--- config.mk ---
export PLATFORM = sky130hd
export DESIGN_NAME = uart_tx_buf
export DESIGN_NICKNAME = d
export VERILOG_FILES = /design/src/rtl/uart_pkg.sv /design/src/rtl/byte_fifo.sv /design/src/rtl/uart_tx_buf.sv
export SDC_FILE = /design/constraint.sdc
export NUM_CORES = 1
export LEC_CHECK = 0
export CORE_MARGIN = 2
export CORE_UTILIZATION = 49
export DETAILED_ROUTE_END_ITERATION = 10
export PLACE_DENSITY = 0.66
export SETUP_SLACK_MARGIN = 0.02
export SYNTH_ARGS = -nofsm -noshare
export SYNTH_HDL_FRONTEND = slang
export SYNTH_SLANG_ARGS = --single-unit
--- constraint.sdc ---
create_clock -name clk -period 6.3 [get_ports clk]
set_input_delay 1.89 -clock clk [delete_from_list [all_inputs] [get_ports clk]]
set_output_delay 1.89 -clock clk [all_outputs]
set_load 0.02 [all_outputs]
--- src/rtl/uart_pkg.sv ---
// Shared types and constants for the buffered UART transmitter.
// Build option: UART_TX_PARITY_EN adds an even-parity bit to every frame.
package uart_pkg;

  localparam int   UART_DATA_BITS   = 8;
  localparam logic UART_IDLE_LEVEL  = 1'b1;
  localparam int   IO_ERR_W         = 5;
  localparam int   IO_ERR_PROTO_BIT = 0;

`ifdef UART_TX_PARITY_EN
  typedef enum logic [2:0] {
    TX_IDLE,
    TX_START,
    TX_DATA,
    TX_PARITY,
    TX_STOP
  } tx_state_e;
`else
  typedef enum logic [2:0] {
    TX_IDLE,
    TX_START,
    TX_DATA,
    TX_STOP
  } tx_state_e;
`endif

  function automatic logic evenParity(input logic [UART_DATA_BITS-1:0] d);
    return ^d;
  endfunction

endpackage

--- src/rtl/byte_fifo.sv ---
// Synchronous byte FIFO with registered storage and a combinational head output.
// Pointers carry one extra wrap bit so that full and empty are distinguishable.
module byte_fifo
  import uart_pkg::*;
#(
  parameter int DEPTH = 16
) (
  input  logic                      clk,
  input  logic                      rst,
  input  logic                      i_push,
  input  logic [UART_DATA_BITS-1:0] i_data,
  input  logic                      i_pop,
  output logic [UART_DATA_BITS-1:0] o_data,
  output logic [$clog2(DEPTH):0]    o_count,
  output logic                      o_full,
  output logic                      o_empty
);

  localparam int AW = $clog2(DEPTH);

  logic [UART_DATA_BITS-1:0] r_mem [DEPTH];
  logic [AW:0]               r_wptr;
  logic [AW:0]               r_rptr;
  logic                      w_doPush;
  logic                      w_doPop;

  assign o_count  = r_wptr - r_rptr;
  assign o_full   = (o_count == (AW+1)'(DEPTH));
  assign o_empty  = (r_wptr == r_rptr);
  assign o_data   = r_mem[r_rptr[AW-1:0]];
  assign w_doPush = i_push && !o_full;
  assign w_doPop  = i_pop && !o_empty;

  always_ff @(posedge clk) begin
    if (rst) begin
      r_wptr <= '0;
      r_rptr <= '0;
    end else begin
      if (w_doPush) r_wptr <= r_wptr + 1'b1;
      if (w_doPop)  r_rptr <= r_rptr + 1'b1;
    end
  end

  // Storage is not reset; the pointers alone define what is valid.
  always_ff @(posedge clk) begin
    if (w_doPush) r_mem[r_wptr[AW-1:0]] <= i_data;
  end

endmodule

--- src/rtl/uart_tx_buf.sv ---
// Buffered 8N1 UART transmitter: bytes from the core are queued, then framed LSB first.
// Build option: UART_TX_PARITY_EN inserts an even-parity bit between bit 7 and stop.
module uart_tx_buf
  import uart_pkg::*;
#(
  parameter int CLK_PER_BIT = 868,
  parameter int DEPTH       = 16
) (
  input  logic                      clk,
  input  logic                      rst,
  input  logic [UART_DATA_BITS-1:0] in_data,
  input  logic                      in_vld,
  output logic                      in_rdy,
  output logic                      txd,
  output logic                      busy,
  output logic [$clog2(DEPTH):0]    count,
  output logic [IO_ERR_W-1:0]       err
);

  localparam int TW = $clog2(CLK_PER_BIT);

  tx_state_e                 r_state;
  logic [TW-1:0]             r_timer;
  logic [2:0]                r_bitIdx;
  logic [UART_DATA_BITS-1:0] r_shift;
  logic                      r_txd;
  logic                      r_blocked;
  logic                      r_protoErr;
`ifdef UART_TX_PARITY_EN
  logic                      r_parity;
`endif

  logic                      w_push;
  logic                      w_pop;
  logic                      w_full;
  logic                      w_empty;
  logic                      w_bitDone;
  logic [UART_DATA_BITS-1:0] w_head;

  assign in_rdy    = ~rst && ~w_full;
  assign w_push    = in_vld && in_rdy;
  assign w_bitDone = (r_timer == TW'(CLK_PER_BIT - 1));
  // The FSM only sees bytes already counted, so a same-edge push into an empty FIFO waits one cycle.
  assign w_pop     = !w_empty && ((r_state == TX_IDLE) || (r_state == TX_STOP && w_bitDone));
  assign busy      = (r_state != TX_IDLE) || !w_empty;
  assign txd       = r_txd;

  byte_fifo #(.DEPTH(DEPTH)) u_fifo (
    .clk     (clk),
    .rst     (rst),
    .i_push  (w_push),
    .i_data  (in_data),
    .i_pop   (w_pop),
    .o_data  (w_head),
    .o_count (count),
    .o_full  (w_full),
    .o_empty (w_empty)
  );

  always_ff @(posedge clk) begin
    if (rst) begin
      r_state  <= TX_IDLE;
      r_timer  <= '0;
      r_bitIdx <= '0;
      r_shift  <= '0;
      r_txd    <= UART_IDLE_LEVEL;
`ifdef UART_TX_PARITY_EN
      r_parity <= 1'b0;
`endif
    end else begin
      case (r_state)
        TX_IDLE: begin
          r_txd <= UART_IDLE_LEVEL;
          if (w_pop) begin
            r_shift  <= w_head;
            r_txd    <= 1'b0;
            r_timer  <= '0;
            r_state  <= TX_START;
`ifdef UART_TX_PARITY_EN
            r_parity <= evenParity(w_head);
`endif
          end
        end
        TX_START: begin
          if (w_bitDone) begin
            r_timer  <= '0;
            r_bitIdx <= '0;
            r_txd    <= r_shift[0];
            r_state  <= TX_DATA;
          end else begin
            r_timer <= r_timer + 1'b1;
          end
        end
        TX_DATA: begin
          if (w_bitDone) begin
            r_timer <= '0;
            if (r_bitIdx == 3'(UART_DATA_BITS - 1)) begin
`ifdef UART_TX_PARITY_EN
              r_txd   <= r_parity;
              r_state <= TX_PARITY;
`else
              r_txd   <= UART_IDLE_LEVEL;
              r_state <= TX_STOP;
`endif
            end else begin
              r_shift  <= r_shift >> 1;
              r_txd    <= r_shift[1];
              r_bitIdx <= r_bitIdx + 1'b1;
            end
          end else begin
            r_timer <= r_timer + 1'b1;
          end
        end
`ifdef UART_TX_PARITY_EN
        TX_PARITY: begin
          if (w_bitDone) begin
            r_timer <= '0;
            r_txd   <= UART_IDLE_LEVEL;
            r_state <= TX_STOP;
          end else begin
            r_timer <= r_timer + 1'b1;
          end
        end
`endif
        TX_STOP: begin
          if (w_bitDone) begin
            r_timer <= '0;
            // Chain straight into the next start bit when more data is queued.
            if (w_pop) begin
              r_shift  <= w_head;
              r_txd    <= 1'b0;
              r_state  <= TX_START;
`ifdef UART_TX_PARITY_EN
              r_parity <= evenParity(w_head);
`endif
            end else begin
              r_txd   <= UART_IDLE_LEVEL;
              r_state <= TX_IDLE;
            end
          end else begin
            r_timer <= r_timer + 1'b1;
          end
        end
        default: begin
          r_txd   <= UART_IDLE_LEVEL;
          r_state <= TX_IDLE;
        end
      endcase
    end
  end

  // A byte offered while blocked and then withdrawn without a handshake is a protocol error.
  always_ff @(posedge clk) begin
    if (rst) begin
      r_blocked  <= 1'b0;
      r_protoErr <= 1'b0;
    end else begin
      r_blocked <= in_vld && !in_rdy;
      if (r_blocked && !in_vld) r_protoErr <= 1'b1;
    end
  end

  always_comb begin
    err                   = '0;
    err[IO_ERR_PROTO_BIT] = r_protoErr;
  end

endmodule

---- Yosys cells after proc, flatten, opt, wreduce, memory -nomap -nowiden ----
Memory sizes are Yosys's and may differ from the RTL's. A register that Yosys moved wholly into a read port is not among the register bits.
Cells that the tools add are included.
storage, ports and cells
  memories ................................ 1
  bits of input ports ..................... 11
  logic and storage cells ................. 84
  flip-flop bits (word level) ............. 37
  RAM bits ................................ 128
  output and inout port bits .............. 13
operators by class
  reduce and logical (&&, ||, !) cells .... 25
  bitwise operators ....................... 2
  mux-type cells .......................... 29
  $add $sub $neg .......................... 5
  eq/ne operators ......................... 13
memories
  name          depth  bits a word  read ports  clocked after Yosys merged registers in  write ports  RTL line         text
  u_fifo.r_mem  16     8            1           1                                        1            byte_fifo.sv:21  logic [UART_DATA_BITS-1:0] r_mem [DEPTH];
operators with widths
  cell                     number
  $mux W8                  4
  $mux W3                  8
  $pmux W8 S3              1
  $mux W10                 2
  $pmux W10 S2             1
  $pmux W3 S4              1
  $add A10 B1 Y10 const B  1
  $add A5 B1 Y5 const B    2
  $eq A10 B10 Y1 const B   1
  $ne A2 B2 Y1 const B     5
  $logic_and A1 B1 Y1      8
  $mux W1                  8
  $mux W4                  2
  $reduce_and A4 Y1        2
  $eq A3 B2 Y1 const B     2
  $pmux W3 S2              1
  $reduce_bool A3 Y1       2
  $eq A5 B5 Y1             1
  $eq A5 B5 Y1 const B     1
  $reduce_and A5 Y1        1
  $sub A5 B5 Y5            1
  $logic_not A1 Y1         4
  $pmux W1 S4              1
  $reduce_bool A2 Y1       2
  10 further kinds         12

---- Longest topological paths before layout ----
  depth after elaboration ................. 8
  depth in mapped cells ................... 10
  depth with buffers taken out ............ 9

---- By module ----
From an unflattened synthesis, not the netlist that was laid out.
second synthesis, totals
  cells, all modules ...................... 461
  area, all modules ....................... 7253.2 um2
by module, submodules not included
  module       area an instance (um2)  cells each  times used
  byte_fifo    5705.5                  283         1
  uart_tx_buf  1547.7                  178         1

---- Worst setup path before layout ----
Ideal clock, no wire load.
  path type ............................... input port to output port
  start point ............................. input port rst
  end point ............................... output port in_rdy
  arrival time ............................ 2.602 ns
  path buffers ............................ 2
  path slack .............................. 1.808 ns
  data required time ...................... 4.410 ns
  cell stages on the path ................. 3
  cell sequence ........................... clkbuf_1 > buf_1 > nor2_1
between the ends
  longest elaborated chain between the ends .. 2
RTL lines
  what                 RTL line           text
  from (decl)          uart_tx_buf.sv:10  input logic rst,
  $not A1 Y1           uart_tx_buf.sv:40  assign in_rdy = ~rst && ~w_full;
  $logic_and A1 B1 Y1  uart_tx_buf.sv:40
  to (decl)            uart_tx_buf.sv:13  output logic in_rdy,
Every way passes these cells.

---- Final worst setup path ----
Ends and elaborated chain as after synthesis.

==> flow_summary.json <==
{
  "cts.repair.resized": 0,
  "num_rows": 44,
  "critPathKind": "input port to primary output",
  "grt_setup_unrepaired": "false",
  "die_x_um": 125.1,
  "synth_xor_area_share_pct": 1.810,
  "cp_common_cell": "clkdlybuf4s50_1",
  "synth_top_family_by_area": "multiplexers",
  "gr-usage-all-layers_pct": 18.91,
  "max_freq_mhz": 203.3,
  "drive_gt1_share_pct": 15.55,
  "end_kind": "primary output",
  "grt_max_degree": 39,
  "hold_violations": 0,
  "cts_hold_buffers": 0,
  "tightest_slew_ns": 0.9756,
  "ys.flop_type": "edfxtp_1",
  "ys_ff_latch": 168,
  "final.setup.tns_ns": 0,
  "use_met2_pct": 31.43,
  "crit_fanout": 2,
  "max_stage_delay_ns": 0.60,
  "crit_path_start_kind": "input port",
  "fin_crit_ns": 4.919,
  "critPathTopFamily": "buffers and inverters",
  "synthMuxAreaShare_pct": 11.56,
  "ios": 24,
  "final_cell_area_sq_mm": 0.008140,
  "slew_viol_final": 0,
  "grt_pass1_wl_um": 22550,
  "clock-sinks": 168,
  "synth.top_cell.area_share_pct": 53.46,
  "ys_types": 61,
  "h-tree-depth": 4,
  "async_reset_ff_share_pct": 0,
  "ant_nets": 0,
  "drtIter0Drc": 328,
  "area_growth_pct": 13.23,
  "vdd.ir_drop.worst_v": 0.0002050,
  "skew_ns": 0.01792,
  "cts_buffers": 17,
  "ys_top_cells_by_area": "edfxtp_1, dfxtp_1, mux4_2",
  "p_leak_nw": 2.716,
  "grt_pass1_vias": 4222,
  "dp_hpwl_um": 8981,
  "pwr_density_cell_mw_per_mm2": 385.1,
  "syn_area_sq_mm": 0.007189,
  "cts_tree": "built",
  "place_area_sq_mm": 0.007532,
  "vias": 4104,
  "wl_per_cell_um": 20.28,
  "syn_inst": 474,
  "die_area_sq_mm": 0.01566,
  "avgSynthCellArea_sq_um": 15.17,
  "via_per_inst": 5.931,
  "cts_buffer_depth": 2,
  "finalCritPeriodShare_pct": 78.08,
  "nFillCells": 1161,
  "hp-class": "flop to flop",
  "grt_overflow": 0,
  "drc": 0,
  "cts_root_buf": "clkbuf_16",
  "status": "completed",
  "grt_use_met1_pct": 24.71,
  "arrival_ns": 3.03,
  "clkLatencyLatePin_ns": 0.43,
  "synth_compound_area_share_pct": 6.317,
  "clk_pin_slew_ns": 0.07,
  "postCtsSetupBuffers": 0,
  "busiest_layer": "met2",
  "io_buffer_count": 19,
  "antenna_found_initial": 0,
  "die_h_um": 125.1,
  "cap_viol_max_count": 0,
  "synth-simple-area-share_pct": 9.763,
  "synth_edf_count": 128,
  "max_slew_margin_pct": 34.96,
  "crit_slowest_cell": "clkdlybuf4s50_1",
  "diodes": 0,
  "start_util_pct": 49.84,
  "core_sq_mm": 0.01442,
  "cp_cell_sequence": "clkdlybuf4s50_1, nor2_1, clkdlybuf4s50_1",
  "yosysSeqAreaShare_pct": 64.60,
  "num-nets-final": 525,
  "synth_fa_ha_area_share_pct": 3.411,
  "drt_first_pass_iters": 6,
  "setup_viol": 0,
  "wl_um": 14030,
  "required_ns": 4.41,
  "final_common_cell": "edfxtp_1",
  "mostFrequentLayoutCells": "edfxtp_1, dfxtp_1, nor2_1",
  "place_congestion": 0.7731,
  "path_buf_inv": 2,
  "ys_warn_count": 0,
  "use_met3_pct": 3.851,
  "yosys.area.top_type": "edfxtp_1"
}
where the power goes:
part           internal [W]  total, W  switching (W)
combinational      0.000345  0.000826       0.000482
sequential          0.00125   0.00129      0.0000386
clock              0.000538   0.00102       0.000483
registers in the layout, summed over array words and instances, names as in the netlist, named ones only:
| signal | flops |
|---|---|
| r_bitIdx | 3 |
| r_blocked | 1 |
| r_protoErr | 1 |
| r_shift | 8 |
| r_state | 2 |
| r_timer | 10 |
| txd | 1 |
| u_fifo.r_mem | 128 |
| u_fifo.r_rptr | 5 |
| u_fifo.r_wptr | 5 |
metrics by stage:
| step | utilization, % | power [W] | worst slack [ns] | instances | hold slack (ns) |
|---|---|---|---|---|---|
| 2_1_floorplan | - | 0.001906 | 1.808 | 477 | 0.4348 |
| 3_3_place_gp | 52.22 | 0.002113 | 1.384 | 660 | 0.4441 |
| 3_5_place_dp | 52.22 | 0.002135 | 1.378 | 660 | 0.4655 |
| 4_1_cts | 56.44 | 0.003160 | 1.372 | 692 | 0.4776 |
| 5_1_grt | 56.44 | 0.003279 | 1.180 | 692 | 0.4990 |
| 6_report | 56.44 | 0.003135 | 1.381 | 692 | 0.4733 |
logic make-up (layout without fill, tap and decap cells):
group	count (synthesis)	count (layout)
buf+inv	37	68
other cells	1	4
compound gates	61	61
simple gates	127	127
flops	168	168
fa+ha+maj	19	19
xor+xnor	14	14
mux	47	47
per-layer routing:
layer  share of wire (%)  vias up
met4                 2.1        0
met1                  44     2097
li1                    -     1896
met2                  50       93
met5                   0        -
met3                 4.0       18
synthesized netlist by cell type (all sizes together), types with 2 or more instances:
library cell  number
o31ai             10
buf               15
mux2               5
o21ai              7
ha                18
nand2             10
inv               12
nand3b             4
nor4               2
nor2b              9
a211oi             3
and3              16
nor3b              3
clkbuf            10
dfxtp             40
or3               10
xor2               3
nand2b             4
a21oi             11
nand4              7
a222oi             6
nand3             14
nor3               7
mux4              28
nor2              34
edfxtp           128
a32oi              2
o2111a             2
a31oi              7
mux2i             14
xnor2             11
a21o               2
and2               4
o311ai             2
worst min-delay path, cell delays in order, from the launching register on:
cell and delay (ns):
dfxtp_1 0.31, nand2b_1 0.06, a21oi_1 0.05
final timing paths:
path	start	endpoint	slack (ns)	depth (start not counted)
setup / recovery	rst	in_rdy	1.38	3
hold / removal	r_bitIdx[2]	r_bitIdx[2]	0.47	2
setup reg to reg	u_fifo.r_wptr[0]	u_fifo.r_mem[14][3]	3.04	9
hold reg to reg	r_bitIdx[2]	r_bitIdx[2]	0.47	2
area by class of cell:
class | instances | area (sq um) | area share [%]
flip-flops and latches | 168 | 4646 | 57.07
multi-input cells | 272 | 2384 | 29.28
clock buffers | 17 | 425.4 | 5.226
well taps | 184 | 230.2 | 2.828
repair buffers | 24 | 227.7 | 2.797
clock inverters | 15 | 182.7 | 2.244
inverters | 12 | 45.04 | 0.5533
Power figures use the tool's default switching activity.
